--- src/rtl/alu_pipe.sv ---
// Handshaked EX-stage ALU: 1-cycle ops into a registered output, optional iterative
// shift-add multiplier built only when ALU_MUL_EN is defined (opcode E is illegal otherwise).
module alu_pipe #(
  parameter int unsigned WIDTH = 32,
  parameter int unsigned TAG_W = 4,
  localparam int unsigned SHW = $clog2(WIDTH)
) (
  input  logic             clk,
  input  logic             rst_n,
  input  logic             in_valid,
  output logic             in_ready,
  input  logic [3:0]       in_op,
  input  logic [WIDTH-1:0] in_a,
  input  logic [WIDTH-1:0] in_b,
  input  logic [SHW-1:0]   in_shamt,
  input  logic [TAG_W-1:0] in_tag,
  output logic             out_valid,
  input  logic             out_ready,
  output logic [WIDTH-1:0] out_result,
  output logic             out_zero,
  output logic             out_overflow,
  output logic             out_illegal,
  output logic [TAG_W-1:0] out_tag,
  output logic             busy
);

  logic             accept;
  logic             is_mul, mul_done, idle, mul_ovf;
  logic [WIDTH-1:0] mul_res;
  logic [TAG_W-1:0] mul_tag;

  logic [WIDTH-1:0] sum, diff, alu_res;
  logic             alu_ovf, alu_ill;

  logic             out_valid_q, out_valid_d;
  logic [WIDTH-1:0] result_q, result_d;
  logic             zero_q, zero_d, ovf_q, ovf_d, ill_q, ill_d;
  logic [TAG_W-1:0] tag_q, tag_d;

  assign in_ready = idle & (~out_valid_q | out_ready);
  assign accept   = in_valid & in_ready;

  assign sum  = in_a + in_b;
  assign diff = in_b - in_a;

  always_comb begin
    alu_res = '0;
    alu_ovf = 1'b0;
    alu_ill = 1'b0;
    unique case (in_op)
      4'h0: alu_res = sum;
      4'h1: alu_res = in_b << (WIDTH / 2);
      4'h2: alu_res = in_a | in_b;
      4'h3: begin
        alu_res = sum;
        alu_ovf = (in_a[WIDTH-1] == in_b[WIDTH-1]) & (sum[WIDTH-1] != in_a[WIDTH-1]);
      end
      4'h4: alu_res = in_a & in_b;
      4'h5: alu_res = diff;
      4'h6: begin
        alu_res = diff;
        alu_ovf = (in_b[WIDTH-1] != in_a[WIDTH-1]) & (diff[WIDTH-1] != in_b[WIDTH-1]);
      end
      4'h7: alu_res = in_b << in_shamt;
      4'h8: alu_res = in_b >> in_shamt;
      4'h9: alu_res = {{(WIDTH-1){1'b0}}, ($signed(in_a) < $signed(in_b))};
      4'hA: alu_res = {{(WIDTH-1){1'b0}}, (in_a < in_b)};
      4'hB: alu_res = ~(in_a | in_b);
      4'hC: alu_res = in_b;
      4'hD: alu_res = $signed(in_b) >>> in_shamt;
      // E (only reaches here without the multiplier) and F
      default: alu_ill = 1'b1;
    endcase
  end

`ifdef ALU_MUL_EN
  typedef enum logic [0:0] {StIdle, StRun} state_e;
  state_e state_q, state_d;

  logic [2*WIDTH-1:0] mcand_q, acc_q, acc_sum;
  logic [WIDTH-1:0]   mplier_q;
  logic [SHW-1:0]     cnt_q;
  logic [TAG_W-1:0]   mtag_q;

  assign is_mul   = (in_op == 4'hE);
  assign acc_sum  = acc_q + (mplier_q[0] ? mcand_q : '0);
  assign mul_done = (state_q == StRun) && (cnt_q == SHW'(WIDTH - 1));
  assign mul_res  = acc_sum[WIDTH-1:0];
  assign mul_ovf  = |acc_sum[2*WIDTH-1:WIDTH];
  assign mul_tag  = mtag_q;

  always_ff @(posedge clk or negedge rst_n) begin
    if (!rst_n) state_q <= StIdle;
    else        state_q <= state_d;
  end

  always_comb begin
    state_d = state_q;
    unique case (state_q)
      StIdle:  if (accept && is_mul) state_d = StRun;
      StRun:   if (mul_done) state_d = StIdle;
      default: state_d = StIdle;
    endcase
  end

  always_comb begin
    idle = (state_q == StIdle);
    busy = (state_q == StRun);
  end

  // Multiplicand shifts left while the multiplier shifts right, LSB first.
  always_ff @(posedge clk or negedge rst_n) begin
    if (!rst_n) begin
      mcand_q  <= '0;
      mplier_q <= '0;
      acc_q    <= '0;
      cnt_q    <= '0;
      mtag_q   <= '0;
    end else if (accept && is_mul) begin
      mcand_q  <= {{WIDTH{1'b0}}, in_a};
      mplier_q <= in_b;
      acc_q    <= '0;
      cnt_q    <= '0;
      mtag_q   <= in_tag;
    end else if (state_q == StRun) begin
      mcand_q  <= mcand_q << 1;
      mplier_q <= mplier_q >> 1;
      acc_q    <= acc_sum;
      cnt_q    <= cnt_q + 1'b1;
    end
  end
`else
  assign is_mul   = 1'b0;
  assign mul_done = 1'b0;
  assign mul_res  = '0;
  assign mul_ovf  = 1'b0;
  assign mul_tag  = '0;
  assign idle     = 1'b1;
  assign busy     = 1'b0;
`endif

  // An accept needs a free output register, so the multiplier load never collides.
  always_comb begin
    out_valid_d = out_valid_q;
    result_d    = result_q;
    zero_d      = zero_q;
    ovf_d       = ovf_q;
    ill_d       = ill_q;
    tag_d       = tag_q;
    if (accept && !is_mul) begin
      out_valid_d = 1'b1;
      result_d    = alu_res;
      zero_d      = (alu_res == '0);
      ovf_d       = alu_ovf;
      ill_d       = alu_ill;
      tag_d       = in_tag;
    end else if (mul_done) begin
      out_valid_d = 1'b1;
      result_d    = mul_res;
      zero_d      = (mul_res == '0);
      ovf_d       = mul_ovf;
      ill_d       = 1'b0;
      tag_d       = mul_tag;
    end else if (out_ready) begin
      out_valid_d = 1'b0;
    end
  end

  always_ff @(posedge clk or negedge rst_n) begin
    if (!rst_n) begin
      out_valid_q <= 1'b0;
      result_q    <= '0;
      zero_q      <= 1'b0;
      ovf_q       <= 1'b0;
      ill_q       <= 1'b0;
      tag_q       <= '0;
    end else begin
      out_valid_q <= out_valid_d;
      result_q    <= result_d;
      zero_q      <= zero_d;
      ovf_q       <= ovf_d;
      ill_q       <= ill_d;
      tag_q       <= tag_d;
    end
  end

  assign out_valid    = out_valid_q;
  assign out_result   = result_q;
  assign out_zero     = zero_q;
  assign out_overflow = ovf_q;
  assign out_illegal  = ill_q;
  assign out_tag      = tag_q;

endmodule

--- config.mk ---
export PLATFORM = sky130hd
export DESIGN_NAME = alu_pipe
export DESIGN_NICKNAME = d
export VERILOG_FILES = /design/src/rtl/alu_pipe.sv
export SDC_FILE = /design/constraint.sdc
export NUM_CORES = 1
export LEC_CHECK = 0
export ABC_AREA = 1
export BUFFER_PORTS_ARGS = -buffer_cell sky130_fd_sc_hd__buf_2
export CORE_UTILIZATION = 57
export DETAILED_ROUTE_END_ITERATION = 7
export GPL_ROUTABILITY_DRIVEN = 0
export GPL_TIMING_DRIVEN = 0
export PLACE_DENSITY = 0.8
export SLEW_MARGIN = 20
export SYNTH_ARGS = -nofsm -noshare
export SYNTH_HDL_FRONTEND = slang
export SYNTH_SLANG_ARGS = --single-unit
--- constraint.sdc ---
create_clock -name clk -period 1.2 [get_ports clk]
set_input_delay 0.18 -clock clk [delete_from_list [all_inputs] [get_ports clk]]
set_output_delay 0.18 -clock clk [all_outputs]
set_load 0.005 [all_outputs]
==> results summary, run 1 <==
The total CTS buffers came out at 5. The port buffer count came out at 118. The number of synthesized flops with an enable pin came out at 0.

The halt point of the flow is 5_1_grt. The x dimension of the die is between 150 and 200 µm. The buffer levels on the longest clock path is 2. The global-route total usage across every layer came out at 0.654. The initial utilization of the core area, before any placement, comes to 0.579. The first error in the log reads "[ERROR GRT-0116] Global routing finished with congestion. Check the congestion regions in the DRC Viewer". The number of cells in the design after placement is between 2000 and 3000. The first global-routing pass estimated 110 mm of wire. The number of distinct library cell variants in the gate-level netlist after synthesis came out at 43. The sequential-to-total area share from yosys stat is 0.0795. The count of pins on the block boundary is 123.

In the synthesized netlist the dominant register cell turns out to be sky130_fd_sc_hd__dfrtp_1. The via count of the first global-routing pass is 19400. Entering global routing, the biggest net connects 41 pins. The H-tree level count came out at 2. The flip-flop and latch count after synthesis came out at 40. The HPWL after detailed placement came out at a little over 50 mm.

The total congestion overflow is 4. The count of mapped cells out of synthesis came out at about 2500. The warning count from the yosys run came out at 0.

In this run the vertical extent of the chip is 151 µm. The number of nets in the synthesized netlist is between 2000 and 3000. For this run, asynchronously set or reset flops after synthesis account for 1.00. The tree is rooted in a sky130_fd_sc_hd__clkbuf_16. The mean cell area of the mapped netlist came out at 5.13 µm². The run stopped with a tool error.

The total standard cell area after synthesis came out at approximately 0.013 mm². The number of clock sinks seen by CTS came out at 40. The row count is 54.
==> synth_stat cells (5+ instances only) <==
cell / count / area (µm²)
sky130_fd_sc_hd__ha_1: 134 / 1680
sky130_fd_sc_hd__and2_1: 6 / 37.5
sky130_fd_sc_hd__nor2_1: 251 / 942
sky130_fd_sc_hd__o21ai_1: 20 / 100
sky130_fd_sc_hd__o21ai_0: 90 / 450
sky130_fd_sc_hd__o211ai_1: 12 / 90.1
sky130_fd_sc_hd__buf_1: 7 / 26.3
sky130_fd_sc_hd__o21a_1: 5 / 37.5
sky130_fd_sc_hd__clkbuf_1: 31 / 116
sky130_fd_sc_hd__buf_2: 55 / 275
sky130_fd_sc_hd__nor3_1: 25 / 125
sky130_fd_sc_hd__a21oi_1: 109 / 546
sky130_fd_sc_hd__o22ai_1: 14 / 87.6
sky130_fd_sc_hd__dfrtp_1: 40 / 1000
sky130_fd_sc_hd__o21bai_1: 11 / 82.6
sky130_fd_sc_hd__nor2_2: 8 / 50.1
sky130_fd_sc_hd__buf_4: 5 / 37.5
sky130_fd_sc_hd__o2111ai_1: 5 / 43.8
sky130_fd_sc_hd__inv_1: 271 / 1020
sky130_fd_sc_hd__nand4_1: 28 / 175
sky130_fd_sc_hd__a31oi_1: 6 / 37.5
sky130_fd_sc_hd__nand3_1: 428 / 2140
sky130_fd_sc_hd__nand2_1: 847 / 3180
sky130_fd_sc_hd__inv_2: 16 / 60.1
==> metrics by stage <==
stage | cell area [µm²] | setup TNS, ps | setup slack [ps]
CTS | 17000 | -19870 | -974
detailed placement | 14400 | -46610 | -1950
global placement | 14400 | -45860 | -1950
floorplan | 13500 | -15140 | -813
==> kinds of logic after synthesis <==
logic type	Yosys count	synth area share
AOI/OAI and AO/OA	281	0.123
adders and majority gates	136	0.136
other	1	0.000298
DFF	40	0.0795
muxes	1	0.000795
buffers and inverters	389	0.125
xor gates and xnor gates	1	0.000696
and+or+nand+nor	1604	0.535
==> routing by layer <==
metal  GRT overflow  global-route usage
met1              0               0.698
met2              2               0.838
met3              0               0.470
met4              2               0.556
met5              0               0.134
==> repair_timing <==
action / 4_1_cts
resized for setup: 581
hold buffers: 0
setup endpoints to repair: 40
cloned: 1
hold endpoints to repair: 0
buffers inserted: 78
pin swaps: 140
==> run 2, diff against run 1 <==
Settings changed: CORE_UTILIZATION 57 to 40, PLACE_DENSITY 0.8 to default, PLACE_DENSITY_LB_ADDON from default to 0.15.
Clock period 1.2 ns to 1.6 ns, I/O delays scaled along.
==> results summary, run 2 <==
The synthesized-area fraction occupied by and/or/nand/nor cells is 0.535 (unchanged). The arrival time at the worst endpoint is 2730 ps. The worst setup path is captured at a flip-flop.

The HPWL after detailed placement is 55.3 mm (was 50.3 mm). Counting stages on the worst path, the most repeated cell is sky130_fd_sc_hd__nand2_1. The critical path starts at in_b[1]. The number of cells on the critical path is 19. The arithmetic-cell share of the synthesized area counting full adders, half adders and majority gates is 0.136 (unchanged). The H-tree level count is 2 (unchanged). The min-delay analysis places its worst path in the category primary input to async pin. The via count of the first global-routing pass is 17100. The post-synthesis compound-gate area fraction came out at 0.123 (unchanged). The warning count from the yosys run is 0 (unchanged). The sum of met2 wire segment lengths after detailed routing came out at roughly 27 mm. The checks that failed: design-rule violations, negative setup slack. The die boundary height is 179 µm (was 151 µm). Setup repair after global routing could not meet its margin everywhere. Across every metal layer, demand over resource in global routing totals 0.418. The maximum clock rate came out at about 400 MHz. The worst setup path is launched from a primary input. The dominant combinational cell family by area after synthesis was simple AND/OR/NAND/NOR gates (unchanged). The sequential-to-total area share from yosys stat came out at 0.0795 (unchanged). The post-route clock skew is approximately 3.5 ps. TritonCTS built the clock tree. The row count came out at 64 (was 54). The xor and xnor fraction of the mapped netlist area is 0.000696 (unchanged).

Max-cap violations in this run came to 0. The proportion of netlist area held by the largest area contributor was 0.253 (unchanged). The x dimension of the die came out at 179 µm (was 151 µm). The die area came out at 0.0322 mm².

The async set-or-reset flop fraction in the synthesized netlist came to 1.00 (unchanged). The flip-flop and latch count after synthesis came out at 40 (unchanged). Leaving out fill and tap cells, the most frequent cells in the layout are 681 x sky130_fd_sc_hd__nand2_1, 355 x sky130_fd_sc_hd__nand3_1, 164 x sky130_fd_sc_hd__inv_1.

The leakage dissipation is between 9 and 10 nW. The largest incremental delay on the critical path came out at between 400 and 500 ps. The last element of the critical path is out_zero$_DFFE_PN0P_. The buffer cell driving the clock tree root is sky130_fd_sc_hd__clkbuf_16 (unchanged). The hold violation total from the final report came out at 0. The share of synthesized area spent on multiplexers was 0.000795 (unchanged). The detailed router used layers up to and including met4. After detailed routing, the average wire length per cell comes to approximately 23 µm. The commonest register cell after synthesis was sky130_fd_sc_hd__dfrtp_1 (unchanged). The total via count after detailed routing came out at between 15000 and 20000.

The final routed wirelength across all metal layers came out at 71.4 mm. The library cell used most frequently in the layout, excluding fill and tap cells, is sky130_fd_sc_hd__nand2_1. Walking the worst path, the cells encountered are buf_12 -> clkinvlp_4 -> fa_2 -> inv_2 -> nand2_4 -> o21ai_4 -> buf_6 -> inv_2 -> o21ai_4 -> nand2_1 -> nand3_2 -> nand3_4 -> a21oi_4 -> nand2_1 -> nor2_1 -> nand3_1 -> nor2_1 -> nand2_1 -> nand2_1. The number of cells in the design after placement is 2967 (was 2851).

Among all stages on the critical path, the largest delay is contributed by sky130_fd_sc_hd__fa_2. The source of the worst register-to-register timing path is out_valid$_DFFE_PN0P_. The count of non-filler cells in the finished layout came out at about 3100. The number of antenna violations at the first check in global routing came to 1.

The leading area contributor after synthesis is sky130_fd_sc_hd__nand2_1 (unchanged). Setup violations remaining at the end of the flow were counted as 34. The buffer levels on the longest clock path is 2 (unchanged). For the worst-skew pair, the clock arrives at the later sink with an insertion delay of between 200 and 300 ps. The fraction of final layout cells sized beyond drive strength 1 is 0.345. The worst-case reg-to-reg path depth came out at 6.

The number of flip-flops in the largest register came out at 32. The buffers plus inverters on the worst setup path is 5. After detailed routing, the wire length on met1 is around 26 mm. Wire segments on met3 add up to between 10 and 15 mm in the final route. The peak supply drop came out at 0.000379 V. The core area came out at just over 0.03 mm².

The port buffer count came out at 118 (unchanged). The total standard cell area after synthesis was 0.0126 mm² (unchanged). The mean cell area of the mapped netlist is 5.13 µm² (unchanged). The initial core utilization came out at 0.409 (was 0.579).

The cell family with the largest share of critical-path delay is simple AND/OR/NAND/NOR gates. The final critical-path required period came out at 2510 ps. The internal reg-to-reg setup slack is -20 ps. The layout overhead on the synthesized area came out at 46.1%. Outcome: finished with violations (was aborted with a tool error).

The maximum fanout along the worst path came out at 4. The number of pins exceeding their max-slew limit in the final report came to 0. The maximum number of pins on one net before global-route repair came out at slightly above 40. For the pin with the worst max-slew slack, the measured transition is about 900 ps. Leading cell types by count after synthesis: 847 x sky130_fd_sc_hd__nand2_1, 428 x sky130_fd_sc_hd__nand3_1, 271 x sky130_fd_sc_hd__inv_1, 251 x sky130_fd_sc_hd__nor2_1, 134 x sky130_fd_sc_hd__ha_1 (unchanged). The number of antenna diodes in the final layout is 0. The count of pins on the block boundary came out at 123 (unchanged).

The DRC violation total after the first TritonRoute iteration is 3380. The global-route wire length before repair came out at 103 mm. The data required time at the worst endpoint is approximately 1800 ps.

In the final design database the tool counted 2909 nets. In this run the critical register-to-register path is captured at out_result[15]$_DFFE_PN0P_. The number of clock sinks seen by CTS came out at 40 (unchanged). The total DRC errors in the routed layout is 52. Synth top area cells: sky130_fd_sc_hd__nand2_1 25%, sky130_fd_sc_hd__nand3_1 17%, sky130_fd_sc_hd__ha_1 13% (unchanged). The clock slew at the register clock pins of the worst setup and hold paths is 60 ps. The total nets after synthesis is 2670 (unchanged).

The tightest slew margin relative to the limit came out at 0.409. In this run the remaining antenna-violating nets after routing total 0. The setup path with the least slack is of type primary input to flip-flop.

The post-route worst setup slack came out at -907 ps. The part of the cycle the worst path needs is 1.57. For this run, the detailed router's first-pass iteration total came to 8.

The total CTS buffers came out at 5 (unchanged). The count of mapped cells out of synthesis is 2453 (unchanged). The most used standard cell by instance count after synthesis is sky130_fd_sc_hd__nand2_1 (unchanged). The worst hold slack after final layout is about 80 ps.

The count of hold buffers inserted by post-cts repair is 0 (unchanged). Summed over all layers, the global routing overflow is 0. The number of distinct library cell variants in the gate-level netlist after synthesis came out at 43 (unchanged).

The number of synthesized flops with an enable pin came out at 0 (unchanged). In the routed layout, each cell is associated on average with a via count of roughly 6.2. The ratio of total power to cell area is 511 mW/mm².
==> run 2: worst register-to-register path, delay by kind of cell, from the launching register on <==
family                 cells  cell delay, ps
DFF                        1             340
buffers and inverters      2             690
and+or+nand+nor            3             420
AOI/OAI and AO/OA          1             100
==> run 2: where the power goes <==
group	switching [W]	internal (W)	leakage [nW]
sequential	0.0000970	0.00119	0.508
clock	0.000401	0.000780	0.0871
combinational	0.00443	0.00249	8.53
==> run 2: routing by layer <==
| layer | GRT usage | vias up |
|---|---|---|
| li1 | - | 8435 |
| met1 | 0.539 | 8593 |
| met2 | 0.580 | 1617 |
| met3 | 0.139 | 429 |
| met4 | 0.297 | 0 |
| met5 | 0 | - |
==> run 2: what timing repair did <==
action,in CTS,in global routing
cloned,3,1
resized for setup,503,312
setup endpoints to repair,40,40
pin swaps,112,91
buffers inserted,70,47
==> run 2: worst min path at each step <==
stage	start	slack, ps	to
3_5_place_dp	rst_n	410	out_result[27]$_DFFE_PN0P_
5_1_grt	rst_n	160	out_overflow$_DFFE_PN0P_
2_1_floorplan	rst_n	-60	out_illegal$_DFFE_PN0P_
6_report	rst_n	80	out_result[20]$_DFFE_PN0P_
3_3_place_gp	rst_n	400	out_result[31]$_DFFE_PN0P_
4_1_cts	rst_n	110	out_result[3]$_DFFE_PN0P_
==> run 2: layout make-up <==
class	count	area, µm²
buffer	95	786
clock inverter	2	38.8
inverter	288	1240
clock buffer	6	139
fill	3000	12400
timing repair buffer	238	2000
tap	396	495
multi-input combinational	2024	12700
sequential	40	1000
==> run 2: kinds of logic after synthesis <==
| family | after synthesis |
|---|---|
| muxes | 1 |
| xor gates and xnor gates | 1 |
| adders and majority gates | 136 |
| DFF | 40 |
| AOI/OAI and AO/OA | 281 |
| other | 1 |
| buffers and inverters | 389 |
| and+or+nand+nor | 1604 |
==> run 2: metrics by stage <==
| step | cell area (µm²) | setup WS, ps | utilization | setup TNS (ps) | power [W] |
|---|---|---|---|---|---|
| after floorplan | 13400 | -474 | - | -4040 | 0.00441 |
| after global placement | 14500 | -1730 | 0.472 | -37370 | 0.00615 |
| final | 18400 | -907 | 0.598 | -15360 | 0.00939 |
| after CTS | 17000 | -721 | 0.551 | -10780 | 0.00838 |
| after global routing | 18400 | -1030 | 0.598 | -16800 | 0.00977 |
| after detailed placement | 14500 | -1720 | 0.472 | -36300 | 0.00619 |
Power figures use the tool's default switching activity.
==> run 3, diff against run 2 <==
Settings changed: BUFFER_PORTS_ARGS -buffer_cell sky130_fd_sc_hd__buf_2 to default, CELL_PAD_IN_SITES_DETAIL_PLACEMENT from default to 0, CELL_PAD_IN_SITES_GLOBAL_PLACEMENT from default to 1, DONT_BUFFER_PORTS from default to 1, SLEW_MARGIN 20 to default.
==> results summary, run 3 (same netlist as run 2, synthesis figures left out) <==
The DRC violation total after the first TritonRoute iteration came out at 2523 (was 3380). The number of cells in the design after placement came out at 2849 (was 2967). The maximum clock rate came to 435 MHz (was 399 MHz). The met3 capacity usage during global routing came out at 0.104 (was 0.139). The clock slew at the register clock pins of the worst setup and hold paths came out at 60 ps (about the same). The setup slack after placement is -1490 ps (was -1720 ps). The largest incremental delay on the critical path came out at 390 ps (was 430 ps). The total CTS buffers came out at 5 (unchanged). The total via count after detailed routing is 18200 (was 19100). The H-tree level count is 2 (unchanged). The final critical-path required period is 2300 ps (was 2510 ps). The total DRC errors in the routed layout came to 22 (was 52).

The path type of the worst setup path is primary input to flip-flop (unchanged). The layout overhead on the synthesized area is 39.8% (was 46.1%). The core area came out at 0.0307 mm² (unchanged). The data required time at the worst endpoint is 1820 ps (was 1830 ps). The leakage dissipation came to 8.65 nW (was 9.13 nW). The setup-violating endpoint count in the final report came out at 33 (was 34).

The row count came out at 64 (unchanged). The maximum fanout along the worst path is 7 (was 4). The number of fill cells in the layout is 3141 (was 3000). The post-route worst setup slack is -700 ps (was -907 ps). The met1 track demand over resource is 0.546 (was 0.539). The part of the cycle the worst path needs is 1.44 (was 1.57). The worst-margin pin slew is 897 ps (was 887 ps).

The number of nets in the layout is 2775 (was 2909). The tightest slew margin relative to the limit came out at 0.402 (was 0.409). The average wire length per cell after detail routing came out at 24.5 µm (was 23.1 µm). Outcome: finished with violations (unchanged). The HPWL after detailed placement is 57.6 mm (was 55.3 mm). The post-route clock skew is 2.05 ps (was 3.50 ps). The post-place instance area was 0.0139 mm² (was 0.0145 mm²). The arrival time at the worst endpoint is 2520 ps (was 2730 ps). The busiest layer in global routing was met2 (unchanged).

The startpoint type of the worst setup path was a primary input (unchanged). The ratio of total power to cell area came to 506 mW/mm² (was 511 mW/mm²). The die boundary height came to 179 µm (unchanged).

The CTS tree is yes (unchanged). The via count of the first global-routing pass was 16900 (was 17100). The clock latency of the later-clocked register in the worst-skew pair came out at 280 ps (was 290 ps).

Most frequent cells in the layout: 673 x sky130_fd_sc_hd__nand2_1, 344 x sky130_fd_sc_hd__nand3_1, 184 x sky130_fd_sc_hd__inv_1 (was 681 x sky130_fd_sc_hd__nand2_1, 355 x sky130_fd_sc_hd__nand3_1, 164 x sky130_fd_sc_hd__inv_1). The register area is 0.00100 mm² (unchanged). The count of non-filler cells in the finished layout is 2955 (was 3089).

The buffer levels on the longest clock path was 2 (unchanged). The cell family with the largest share of critical-path delay is simple AND/OR/NAND/NOR gates (unchanged). The number of flip-flops in the largest register came to 32 (unchanged).

The maximum number of pins on one net before global-route repair was 41 (unchanged). The number of clock sinks seen by CTS was 40 (unchanged). The final routed wirelength across all metal layers is 72.3 mm (was 71.4 mm).

The global-route total usage across every layer came out at 0.431 (was 0.418). The count of nets left with antenna violations after detail routing is 0 (unchanged). The capturing element type of the critical path is a flip-flop (unchanged). The number of pins exceeding their max-slew limit in the final report was 0 (unchanged). The buffer cell driving the clock tree root was sky130_fd_sc_hd__clkbuf_16 (unchanged). The via density per instance is 6.16 (was 6.17).

The most frequent standard cell in the layout excluding fill and tap cells is sky130_fd_sc_hd__nand2_1 (unchanged). The global-route wire length before repair is 105 mm (was 103 mm). The die area came out at 0.0322 mm² (unchanged). The area of the multi-input gates came out at 0.0128 mm² (was 0.0127 mm²).

The initial core utilization came out at 0.409 (unchanged). The hold violation total from the final report is 0 (unchanged). Violations in the final reports: design-rule violations, negative setup slack (unchanged).

The max-cap violation count came out at 0 (unchanged). The count of TritonRoute iterations in the first routing pass is 8 (unchanged). The cell type of the slowest stage on the worst timing path was sky130_fd_sc_hd__fa_2 (unchanged). The post-layout instance area is 0.0176 mm² (was 0.0184 mm²). Ordered list of cells on the worst path: ha_4 -> inv_4 -> fa_2 -> inv_2 -> nand2_4 -> buf_4 -> nand2_2 -> a21oi_1 -> nor3_2 -> nand2_2 -> nor2_4 -> nand2_2 -> nor3_2 -> nand2_1 -> nor2_2 -> nand2_1 -> nand2_1 (was buf_12 -> clkinvlp_4 -> fa_2 -> inv_2 -> nand2_4 -> o21ai_4 -> buf_6 -> inv_2 -> o21ai_4 -> nand2_1 -> nand3_2 -> nand3_4 -> a21oi_4 -> nand2_1 -> nor2_1 -> nand3_1 -> nor2_1 -> nand2_1 -> nand2_1). The port buffer count was 0 (was 118). The fraction of final layout cells sized beyond drive strength 1 came to 0.311 (was 0.345). The total congestion overflow is 0 (unchanged). Unrepaired setup endpoints after global routing: yes (unchanged). The buffers plus inverters on the worst setup path came out at 3 (was 5). The peak supply drop is 0.000423 V (was 0.000379 V). The number of inserted diodes came out at 0 (unchanged).

The global routing usage on met2 is 0.649 (was 0.580). The count of pins on the block boundary is 123 (unchanged). The class of the tightest hold or removal check is primary input to flip-flop (was primary input to async pin). The x dimension of the die was 179 µm (unchanged).

The number of antenna violations at the first check in global routing came out at 0 (was 1).
run 3: cell count changes in the layout (fill, tap and decap cells not counted), moves of 12 or more:
| cell | delta |
|---|---|
| sky130_fd_sc_hd__inv_1 | +20 |
| sky130_fd_sc_hd__buf_6 | -18 |
| sky130_fd_sc_hd__buf_4 | -39 |
| sky130_fd_sc_hd__buf_2 | -75 |
| sky130_fd_sc_hd__nor2_2 | +13 |
| sky130_fd_sc_hd__inv_2 | -15 |
| sky130_fd_sc_hd__nand2_4 | +12 |
run 3: report_power, final:
group,switching [W],internal (W),total [W]
combinational,0.00409,0.00228,0.00636
sequential,0.000154,0.00119,0.00134
clock,0.000387,0.000821,0.00121
run 3: path summary, 6_finish.rpt:
kind | from | depth (start not counted) | to | slack [ps]
max | in_b[0] | 17 | out_zero$_DFFE_PN0P_ | -700
max reg2reg | out_valid$_DFFE_PN0P_ | 6 | out_result[0]$_DFFE_PN0P_ | 10
min | in_tag[0] | 2 | out_tag[0]$_DFFE_PN0P_ | 70
min in group asynchronous | rst_n | 2 | out_valid$_DFFE_PN0P_ | 410
max in group asynchronous | rst_n | 2 | out_result[4]$_DFFE_PN0P_ | 990
min reg2reg | out_result[27]$_DFFE_PN0P_ | 2 | out_result[27]$_DFFE_PN0P_ | 490
run 3: timing repair:
item,in CTS,in global routing
setup buffers,67,35
gates resized for setup,538,207
cloned,3,0
endpoints found under the setup margin,40,40
endpoints found under the hold margin,40,0
hold buffers,2,0
pin swaps,107,119
run 3: layout make-up:
type / count / share of cell area
well taps: 396 / 0.0281
flip-flops and latches: 40 / 0.0569
repair buffers: 102 / 0.0571
clock inverters: 1 / 0.00171
plain buffers: 97 / 0.0492
clock buffers: 7 / 0.00867
inverters: 288 / 0.0693
multi-input cells: 2024 / 0.729
run 3: routing by layer:
metal  up-vias  routed length [µm]
met4         0                6170
li1       8172                   -
met5         -                   0
met1      8443               27400
met3       330                9000
met2      1249               29700
run 3: metrics by stage:
step	hold WS [ps]	power, W	utilization	TNS, ps
final	68.4	0.00892	0.573	-10830
after floorplan	-55.6	0.00441	-	-4040
after global routing	85.4	0.00933	0.573	-13020
after detailed placement	-54.8	0.00579	0.453	-31990
after CTS	71.0	0.00816	0.542	-7740
after global placement	-54.7	0.00577	0.453	-32480
run 3: worst register-to-register path, stage by stage, from the launching register on:
cell and delay [ps]:
sky130_fd_sc_hd__dfrtp_1 390, sky130_fd_sc_hd__nand2_1 120, sky130_fd_sc_hd__nand2_1 160, sky130_fd_sc_hd__inv_1 130
sky130_fd_sc_hd__clkbuf_1 420, sky130_fd_sc_hd__nor2_1 100, sky130_fd_sc_hd__a31oi_1 170
